===== src/rtl/os_gf2_div.sv =====
// ============================================================================
// os_gf2_div : bit-serial GF(2) polynomial divider, 16-bit dividend / 8-bit divisor
// Revision   : 1.0
// ============================================================================
`default_nettype none

module os_gf2_div (
    input  logic        clk,
    input  logic        rst_n,
    input  logic        in_valid,
    output logic        in_ready,
    input  logic [15:0] dividend,
    input  logic [7:0]  divisor,
    output logic        out_valid,
    input  logic        out_ready,
    output logic [15:0] quotient,
    output logic [6:0]  remainder,
    output logic        div_err
);

    typedef enum logic [1:0] {
        S_IDLE = 2'd0,
        S_RUN  = 2'd1,
        S_DONE = 2'd2
    } state_t;

    state_t      state_q;
    logic [15:0] w_q;
    logic [15:0] q_q;
    logic [7:0]  d_q;
    logic [3:0]  i_q;
    logic [2:0]  deg_q;
    logic [15:0] quotient_q;
    logic [6:0]  remainder_q;
    logic        err_q;

    logic [2:0]  deg_d;
    logic [3:0]  shift_d;
    logic [15:0] w_d;
    logic [15:0] q_d;

    // Priority encoder: the highest set divisor bit wins.
    always_comb begin
        deg_d = 3'd0;
        for (int k = 0; k < 8; k++) begin
            if (divisor[k]) begin
                deg_d = 3'(k);
            end
        end
    end

    // One long-division step at coefficient i; i >= deg always holds in RUN.
    always_comb begin
        shift_d = i_q - {1'b0, deg_q};
        w_d     = w_q;
        q_d     = q_q;
        if (w_q[i_q]) begin
            w_d = w_q ^ ({8'h00, d_q} << shift_d);
            q_d = q_q | (16'h0001 << shift_d);
        end
    end

    always_ff @(posedge clk or negedge rst_n) begin
        if (!rst_n) begin
            state_q     <= S_IDLE;
            w_q         <= 16'h0000;
            q_q         <= 16'h0000;
            d_q         <= 8'h00;
            i_q         <= 4'd0;
            deg_q       <= 3'd0;
            quotient_q  <= 16'h0000;
            remainder_q <= 7'h00;
            err_q       <= 1'b0;
        end else begin
            case (state_q)
                S_IDLE: begin
                    if (in_valid) begin
                        w_q   <= dividend;
                        d_q   <= divisor;
                        q_q   <= 16'h0000;
                        i_q   <= 4'd15;
                        deg_q <= deg_d;
                        if (divisor == 8'h00) begin
                            quotient_q  <= 16'h0000;
                            remainder_q <= 7'h00;
                            err_q       <= 1'b1;
                            state_q     <= S_DONE;
                        end else begin
                            state_q <= S_RUN;
                        end
                    end
                end
                S_RUN: begin
                    w_q <= w_d;
                    q_q <= q_d;
                    if (i_q == {1'b0, deg_q}) begin
                        quotient_q  <= q_d;
                        remainder_q <= w_d[6:0];
                        err_q       <= 1'b0;
                        state_q     <= S_DONE;
                    end else begin
                        i_q <= i_q - 4'd1;
                    end
                end
                S_DONE: begin
                    if (out_ready) begin
                        quotient_q  <= 16'h0000;
                        remainder_q <= 7'h00;
                        err_q       <= 1'b0;
                        state_q     <= S_IDLE;
                    end
                end
                default: begin
                    state_q <= S_IDLE;
                end
            endcase
        end
    end

    assign in_ready  = (state_q == S_IDLE);
    assign out_valid = (state_q == S_DONE);
    assign quotient  = quotient_q;
    assign remainder = remainder_q;
    assign div_err   = err_q;

endmodule

`default_nettype wire

===== config.mk =====
export PLATFORM = sky130hd
export DESIGN_NAME = os_gf2_div
export DESIGN_NICKNAME = d
export VERILOG_FILES = /design/src/rtl/os_gf2_div.sv
export SDC_FILE = /design/constraint.sdc
export NUM_CORES = 1
export LEC_CHECK = 0
export BUFFER_PORTS_ARGS = -buffer_cell sky130_fd_sc_hd__buf_4
export CAP_MARGIN = 20
export CORE_ASPECT_RATIO = 0.7
export CORE_MARGIN = 4
export CORE_UTILIZATION = 50
export DETAILED_ROUTE_END_ITERATION = 16
export HOLD_SLACK_MARGIN = 0.1
export PLACE_DENSITY = 0.7
export SYNTH_ARGS = -nofsm -noshare
export SYNTH_HDL_FRONTEND = slang
export SYNTH_SLANG_ARGS = --single-unit

===== constraint.sdc =====
create_clock -name clk -period 3.4 [get_ports clk]
set_clock_uncertainty 0.2 [all_clocks]
set_input_delay 0.68 -clock clk [delete_from_list [all_inputs] [get_ports clk]]
set_output_delay 0.68 -clock clk [all_outputs]
set_load 0.02 [all_outputs]

# [Word level (Yosys, flattened, before mapping)]
# Cells that the tools add are included.
[totals] reg_bits=73 in_bits=28
[classes] bitwise_logic=2 eq_ne=9 reduce_logical=10 shift=2 mux=38 n_lt_le_gt_ge=1 addsub=2
[op_table] operator="16-bit two-way mux" count=8
[op_table] operator="16-bit one-hot mux with 2 select lines" count=2
[op_table] operator="16-bit one-hot mux with 3 select lines" count=1
[op_table] operator="7-bit two-way mux" count=4
[op_table] operator="7-bit one-hot mux with 3 select lines" count=1
[op_table] operator="16-bit bitwise OR" count=1
[op_table] operator="1-bit by 4-bit << shifter with 16-bit output, first input constant" count=1
[op_table] operator="8-bit by 4-bit << shifter with 16-bit output" count=1
[op_table] operator="16-bit XOR" count=1
[op_table] operator="3-bit two-way mux" count=5
[op_table] operator="2-bit two-way mux" count=5
[op_table] operator="3-bit AND reduction" count=3
[op_table] operator="8-bit logical NOT" count=1
[op_table] operator="4-bit two-way mux" count=2
[op_table] operator="2-bit inequality test, second input constant" count=4
[op_table] operator="4-bit one-hot mux with 2 select lines" count=1
[op_table] operator="1-bit two-way mux" count=6
[op_table] operator="2-bit one-hot mux with 3 select lines" count=1
[op_table] operator="4-bit by 5-bit less-than comparator with 1-bit output, second input constant" count=1
[op_table] operator="5-bit AND reduction" count=1
[op_table] operator="1-bit binary-select mux with 4-bit select" count=1
[op_table] operator="4-bit by 3-bit == test with 1-bit output" count=1
[op_table] operator="2-bit by 1-bit inequality test with 1-bit output, second input constant" count=2
[op_table] operator="2-bit AND reduction" count=2
[op_table] operator="other kinds (8)" count=8

# [Logic depth before layout (Yosys ltp)]
# Gate-level depths: netlist of the first run.
[logic_depth] ltp_word=7 depth_mapped=11

# [Worst setup path before layout of the first run]
# No wires, ideal clock.
[synth_path] kind="register to register" from="reg i_q[0]" to="reg w_q[12]" t_required_ps=3074 arrival_time_ps=2496 setup_time_ps=126 path_slack_ps=578 stages_incl_launch_ff=12 synth_period_minus_slack_ps=2822 path_cell_list="dfrtp_1 buf_6 inv_1 ha_1 fa_1 buf_1 nand3_1 or2_2 a21o_1 a31oi_1 o211ai_1 o311a_1"
[synth_between] elab_chain_cells=5 elab_cells_between_ends=9
[synth_rtl] element="start: declaration" line="31" source="logic [3:0] i_q;"
[synth_rtl] element="start signal: assignment" line="102" source="i_q <= i_q - 4'd1;"
[synth_rtl] element="4-bit by 3-bit subtractor with 4-bit output" line="54" source="shift_d = i_q - {1'b0, deg_q};"
[synth_rtl] element="8-bit by 4-bit << shifter with 16-bit output" line="58" source="w_d = w_q ^ ({8'h00, d_q} << shift_d);"
[synth_rtl] element="16-bit XOR" line="58"
[synth_rtl] element="16-bit two-way mux" line="57" source="if (w_q[i_q]) begin"
[synth_rtl] element="16-bit one-hot mux with 2 select lines" line="75" source="case (state_q)"
[synth_rtl] element="end signal: assignment" line="78" source="w_q <= dividend;"
[synth_rtl] element="end signal: assignment" line="94" source="w_q <= w_d;"
[synth_rtl] element="end: declaration" line="28" source="logic [15:0] w_q;"
# Several ways; a longest one is shown, not always the timed one. The select of a mux whose other input is x is not followed.
# A chain may end at the register's enable or synchronous reset.

# [Worst setup path in the final report of the first run]
[layout_path] from="reg i_q[0]" to="reg w_q[6]"
[layout_between] elab_chain_cells=5 elab_cells_between_ends=7
[layout_rtl] element="4-bit by 3-bit subtractor with 4-bit output" line="54"
[layout_rtl] element="8-bit by 4-bit << shifter with 16-bit output" line="58"
[layout_rtl] element="16-bit XOR" line="58"
[layout_rtl] element="16-bit two-way mux *" line="57"
[layout_rtl] element="16-bit one-hot mux with 2 select lines *" line="75"
# Mark *: on every way between the ends. The rest lies on a longest branch, timed or not. The select of a mux whose other input is x is not followed.

==> impl_metrics.py, run 1 <==
metrics = {
    "status": {
        "status": "complete, no violations",
    },
    "setup_path": {
        "r2r_end": "w_q[6]",
        "worst_ep_arrival_time_ns": 3.07,
        "crit_path_start_kind": "flop",
        "reg2regPathDepth": 7,
        "worstPathRequired_ns": 3.42,
        "rrSetupSlack_ns": 0.35,
        "rr_startpoint": "i_q[0]",
        "critPathCapture": "w_q[6]",
        "crit_fanout": 8,
        "path_class": "flop to flop",
        "cp-end-kind": "flop",
        "crit_path_start": "i_q[0]",
    },
    "placement": {
        "portBuffers": 53,
        "place_congestion": 0.915,
        "hpwl_um": 8570,
    },
    "clock_network": {
        "hold_buffers": 0,
        "cts_made_buffers": 9,
        "tritoncts": "done",
        "cts_resized": 0,
        "htree_levels": 3,
        "cts_max_path_buffers": 2,
        "cts_sinks": 73,
        "clk_pin_slew_worst_paths_ns": 0.06,
        "worstSkewPairLatency_ns": 0.34,
        "cts_setup_buffers": 0,
        "clockRootBuffer": "clkbuf_16",
    },
    "synth": {
        "yosysTopAreaCellShare": 0.425,
        "syn_area_sq_um": 4300,
        "yosys_most_used_dff": "dfrtp_1",
        "post_synth.cell_area_avg_sq_um": 9.52,
        "synth_nets": 488,
        "postSynth.asyncResetShare": 1.00,
        "yosys_warnings": 0,
        "yosysTopAreaCell": "dfrtp_1",
        "yosysUniqueCellTypes": 63,
        "synth_commonest_cells": "73 x dfrtp_1, 52 x nand2_1, 40 x a21oi_1",
        "synth.most_common_cell": "dfrtp_1",
        "synth_area_leaders": "dfrtp_1 43%, a21oi_1 4.7%, nand2_1 4.5%",
        "synth_seq_cells": 73,
        "synthCells": 451,
        "yosysSeqAreaShare": 0.425,
        "synth_edf_count": 0,
    },
    "floorplan": {
        "coreArea_sq_um": 8110,
        "dieArea_sq_um": 10200,
        "io_pins": 54,
        "fp.dieW_um": 119,
        "fp-row-count": 27,
        "die_h_um": 85.5,
        "initial_utilization": 0.530,
    },
    "routing": {
        "drt_iter0_drc": 326,
        "antenna_left": 0,
        "drt_pass1_iterations": 5,
        "drt-vias-per-instance": 6.27,
        "wl_per_cell_um": 19.6,
        "drc": 0,
        "via_count": 3831,
        "wirelength_um": 12000,
    },
    "grt": {
        "grt_pass1_vias": 3583,
        "busiest_layer": "met1",
        "met1_usage": 0.363,
        "grt_pass1_wl_um": 19400,
        "use_met2": 0.355,
        "gr-usage-all-layers": 0.243,
        "overflow": 0,
        "use_met3": 0.0633,
        "grt_max_degree": 74,
        "antenna_found_initial": 0,
    },
    "timing": {
        "tns_ns": 0,
        "hold_viol": 0,
        "fin_crit_ns": 3.05,
        "post-route-period-util": 0.896,
        "tightest_slew_ns": 0.937,
        "max_slew_margin": 0.375,
        "max_freq_mhz": 328,
        "rsz0062_at_grt": "false",
        "setup_viol": 0,
        "slew_violations": 0,
    },
    "final_layout": {
        "synthToLayoutAreaGrowth_pct": 20.1,
        "final_nets": 542,
        "drive_above_1_share": 0.229,
        "num_antenna_cells": 0,
    },
    "worst_hold_path": {
        "holdCritPathClass": "input port to async pin",
    },
    "job": {
        "drv_cap": 0,
    },
}
-- worst min path at each step --
stage / depth (start not counted) / startpoint / endpoint
after floorplan: 0 / rst_n / d_q[0]
after global placement: 2 / quotient[13] / quotient[13]
after detailed placement: 2 / quotient[13] / quotient[13]
after CTS: 2 / quotient[7] / quotient[7]
after global routing: 2 / quotient[3] / quotient[3]
final: 1 / rst_n / state_q[0]
-- worst max-delay path, cell delays in order (launching register included) --
cell       delay [ns]
dfrtp_1          0.34
inv_1            0.06
ha_1             0.22
fa_1             0.70
mux2_2           0.42
a2111oi_2        0.64
o211ai_1         0.18
o311a_1          0.16
-- through the flow --
| stage | setup WS (ns) | hold slack [ns] | cell area, sq um | util | instances |
|---|---|---|---|---|---|
| after floorplan | 0.578 | 0.184 | 4300 | - | 451 |
| after global placement | 0.457 | 0.264 | 4830 | 0.596 | 595 |
| after detailed placement | 0.421 | 0.271 | 4830 | 0.596 | 595 |
| after CTS | 0.395 | 0.284 | 5160 | 0.636 | 611 |
| after global routing | 0.184 | 0.307 | 5160 | 0.636 | 611 |
| final | 0.355 | 0.263 | 5160 | 0.636 | 611 |
-- routing by layer --
metal  share of wire  vias up
met1            0.49     1874
met3           0.081       15
met5               0        -
met4          0.0097        0
li1                -     1788
met2            0.42      154
-- kinds of logic after synthesis --
group,count (synthesis),share of synthesized area
AO/OA/AOI/OAI,154,0.233
XOR/XNOR,9,0.0184
adder cells (fa/ha/maj),9,0.0280
buffers and inverters,46,0.0469
flip-flops,73,0.425
multiplexers,25,0.0912
AND/OR/NAND/NOR,135,0.157
-- placed cells by master, fill, tap and decap left out, types with 4 or more instances in the layout --
master,Yosys,final
dfrtp_1,73,73
buf_4,2,73
nand2_1,52,52
a21oi_1,40,40
nor2_1,29,29
o21ai_0,28,28
inv_1,15,15
nor3_1,14,14
a31oi_1,13,13
o22ai_1,11,11
clkbuf_16,0,9
mux2i_1,8,8
a22o_1,8,8
ha_1,8,8
mux2_2,7,7
xnor2_1,6,6
nand3_1,6,6
o21ai_1,6,6
o211ai_1,6,6
nor3_2,6,6
mux4_2,5,5
nand4_1,5,5
o22a_1,5,5
a2bb2oi_1,5,5
a221oi_1,5,5
o21a_1,4,4
mux4_1,4,4
o21bai_1,4,4
nor4_1,4,4
-- cell type report --
class / count / area, sq um
inverters: 16 / 60.1
repair buffers: 73 / 548
clock inverters: 6 / 90.1
clock buffers: 10 / 239
well taps: 101 / 126
fillers: 691 / 2950
multi-input cells: 332 / 2270
flip-flops and latches: 73 / 1830
-- sequential cells by signal (all words and copies together), names as in the netlist --
register / cells
w_q: 16
q_q: 16
div_err: 1
i_q: 4
state_q: 2
remainder: 7
quotient: 16
deg_q: 3
d_q: 8
Power of run 1 is not shown: default switching activity piles up to over one toggle a cycle in this logic, so the estimate is an artifact.
==> run 2, diff against run 1 <==
Settings changed: CORE_MARGIN 4 to 2, CORE_UTILIZATION 50 to 40, PLACE_DENSITY 0.7 to default.
==> impl_metrics.py, run 2 (same netlist as run 1, synthesis figures left out) <==
metrics = {
    "final_layout": {
        "final_nets": 544,
        "fillers": 974,
        "drive_above_1_share": 0.232,
        "synthToLayoutAreaGrowth_pct": 20.7,
        "num_antenna_cells": 0,
        "final_cell_mix": "75 x buf_4, 73 x dfrtp_1, 52 x nand2_1",
        "layout_commonest_cell": "buf_4",
        "fin_area_sq_um": 5180,
    },
    "routing": {
        "wl_per_cell_um": 19.1,
        "wirelength_um": 12300,
        "via_count": 3739,
        "drc": 0,
        "drt_iter0_drc": 314,
        "drt_pass1_iterations": 5,
        "antenna_left": 0,
        "drt-vias-per-instance": 5.81,
    },
    "placement": {
        "portBuffers": 53,
        "placed_area_sq_um": 4880,
        "place_congestion": 0.945,
        "hpwl_um": 8840,
    },
    "setup_path": {
        "cp-end-kind": "flop",
        "max_stage_delay_ns": 0.76,
        "path_class": "flop to flop",
        "worstPathRequired_ns": 3.43,
        "crit_path_start": "i_q[1]",
        "crit_fanout": 8,
        "worstPathCellList": "inv_1 -> fa_1 -> buf_4 -> nor2b_1 -> o2bb2ai_1 -> nand4_1 -> a31oi_1 -> a31oi_1 -> o22a_1",
        "crit_top_cell": "a31oi_1",
        "cp_slowest_cell": "fa_1",
        "crit_path_start_kind": "flop",
        "worst_ep_arrival_time_ns": 3.02,
        "rr_startpoint": "i_q[1]",
        "rrSetupSlack_ns": 0.41,
    },
    "timing": {
        "post-route-period-util": 0.880,
        "setup_viol": 0,
        "max_freq_mhz": 334,
        "tns_ns": 0,
        "slew_violations": 0,
        "fin_crit_ns": 2.99,
        "rsz0062_at_grt": "false",
        "max_slew_margin": 0.367,
        "tightest_slew_ns": 0.950,
        "hold_viol": 0,
    },
    "clock_network": {
        "clk_pin_slew_worst_paths_ns": 0.06,
        "cts_resized": 0,
        "cts_max_path_buffers": 2,
        "cts_setup_buffers": 0,
        "cts_made_buffers": 9,
        "cts_sinks": 73,
        "hold_buffers": 0,
        "tritoncts": "done",
        "htree_levels": 3,
        "clockRootBuffer": "clkbuf_16",
        "worstSkewPairLatency_ns": 0.34,
    },
    "job": {
        "drv_cap": 0,
    },
    "grt": {
        "grt_pass1_wl_um": 19700,
        "gr-usage-all-layers": 0.222,
        "grt_pass1_vias": 3525,
        "grt_max_degree": 74,
        "overflow": 0,
        "antenna_found_initial": 0,
    },
    "floorplan": {
        "io_pins": 54,
        "coreArea_sq_um": 10400,
        "fp.dieW_um": 128,
        "fp-row-count": 31,
        "initial_utilization": 0.413,
        "die_h_um": 90.7,
        "dieArea_sq_um": 11600,
    },
    "worst_hold_path": {
        "holdCritPathClass": "input port to async pin",
    },
    "status": {
        "status": "complete, no violations",
    },
}
## run 2: changes by cell type in the layout (fill, tap and decap cells not counted), sizes merged
| cell | change |
|---|---|
| clkinv | +1 |
| buf | +2 |
| bufinv | -1 |
| clkbuf | -1 |
| inv | +1 |
## run 2: per-stage QoR
step | cells | worst slack (ns) | util | hold slack [ns]
3_5_place_dp | 628 | 0.459 | 0.470 | 0.273
4_1_cts | 644 | 0.426 | 0.499 | 0.286
5_1_grt | 644 | 0.169 | 0.499 | 0.302
6_report | 644 | 0.410 | 0.499 | 0.276
2_1_floorplan | 451 | 0.578 | - | 0.184
3_3_place_gp | 628 | 0.551 | 0.470 | 0.265
## run 2: per-layer routing
metal | global-route usage | up-vias | routed length [um]
met5 | 0 | - | 0
met4 | 0.0641 | 0 | 111
met3 | 0.0622 | 9 | 959
met2 | 0.283 | 147 | 4800
met1 | 0.357 | 1799 | 6410
li1 | - | 1784 | -
## run 2: final timing paths
path                                to  cells past startpoint
max                             w_q[8]                      9
min                         state_q[0]                      1
max reg2reg                     w_q[8]                      9
min reg2reg                quotient[5]                      2
max in group asynchronous       d_q[2]                      1
min in group clk           quotient[5]                      2
## run 2: layout make-up
cell class / count / area [sq um] / area share
clock buffers: 9 / 225 / 0.0434
clock inverters: 7 / 77.6 / 0.0150
repair buffers: 75 / 563 / 0.109
multi-input cells: 332 / 2270 / 0.437
well taps: 132 / 165 / 0.0319
inverters: 16 / 60.1 / 0.0116
flip-flops and latches: 73 / 1830 / 0.352
## run 2: worst max-delay path: cells and delay by family, from the launching register on
kind,cells,cell delay (ns)
compound gates,4,0.85
fa+ha+maj,1,0.76
flops,1,0.42
buf+inv,2,0.35
simple gates,2,0.31
Power of run 2 is left out for the same reason.
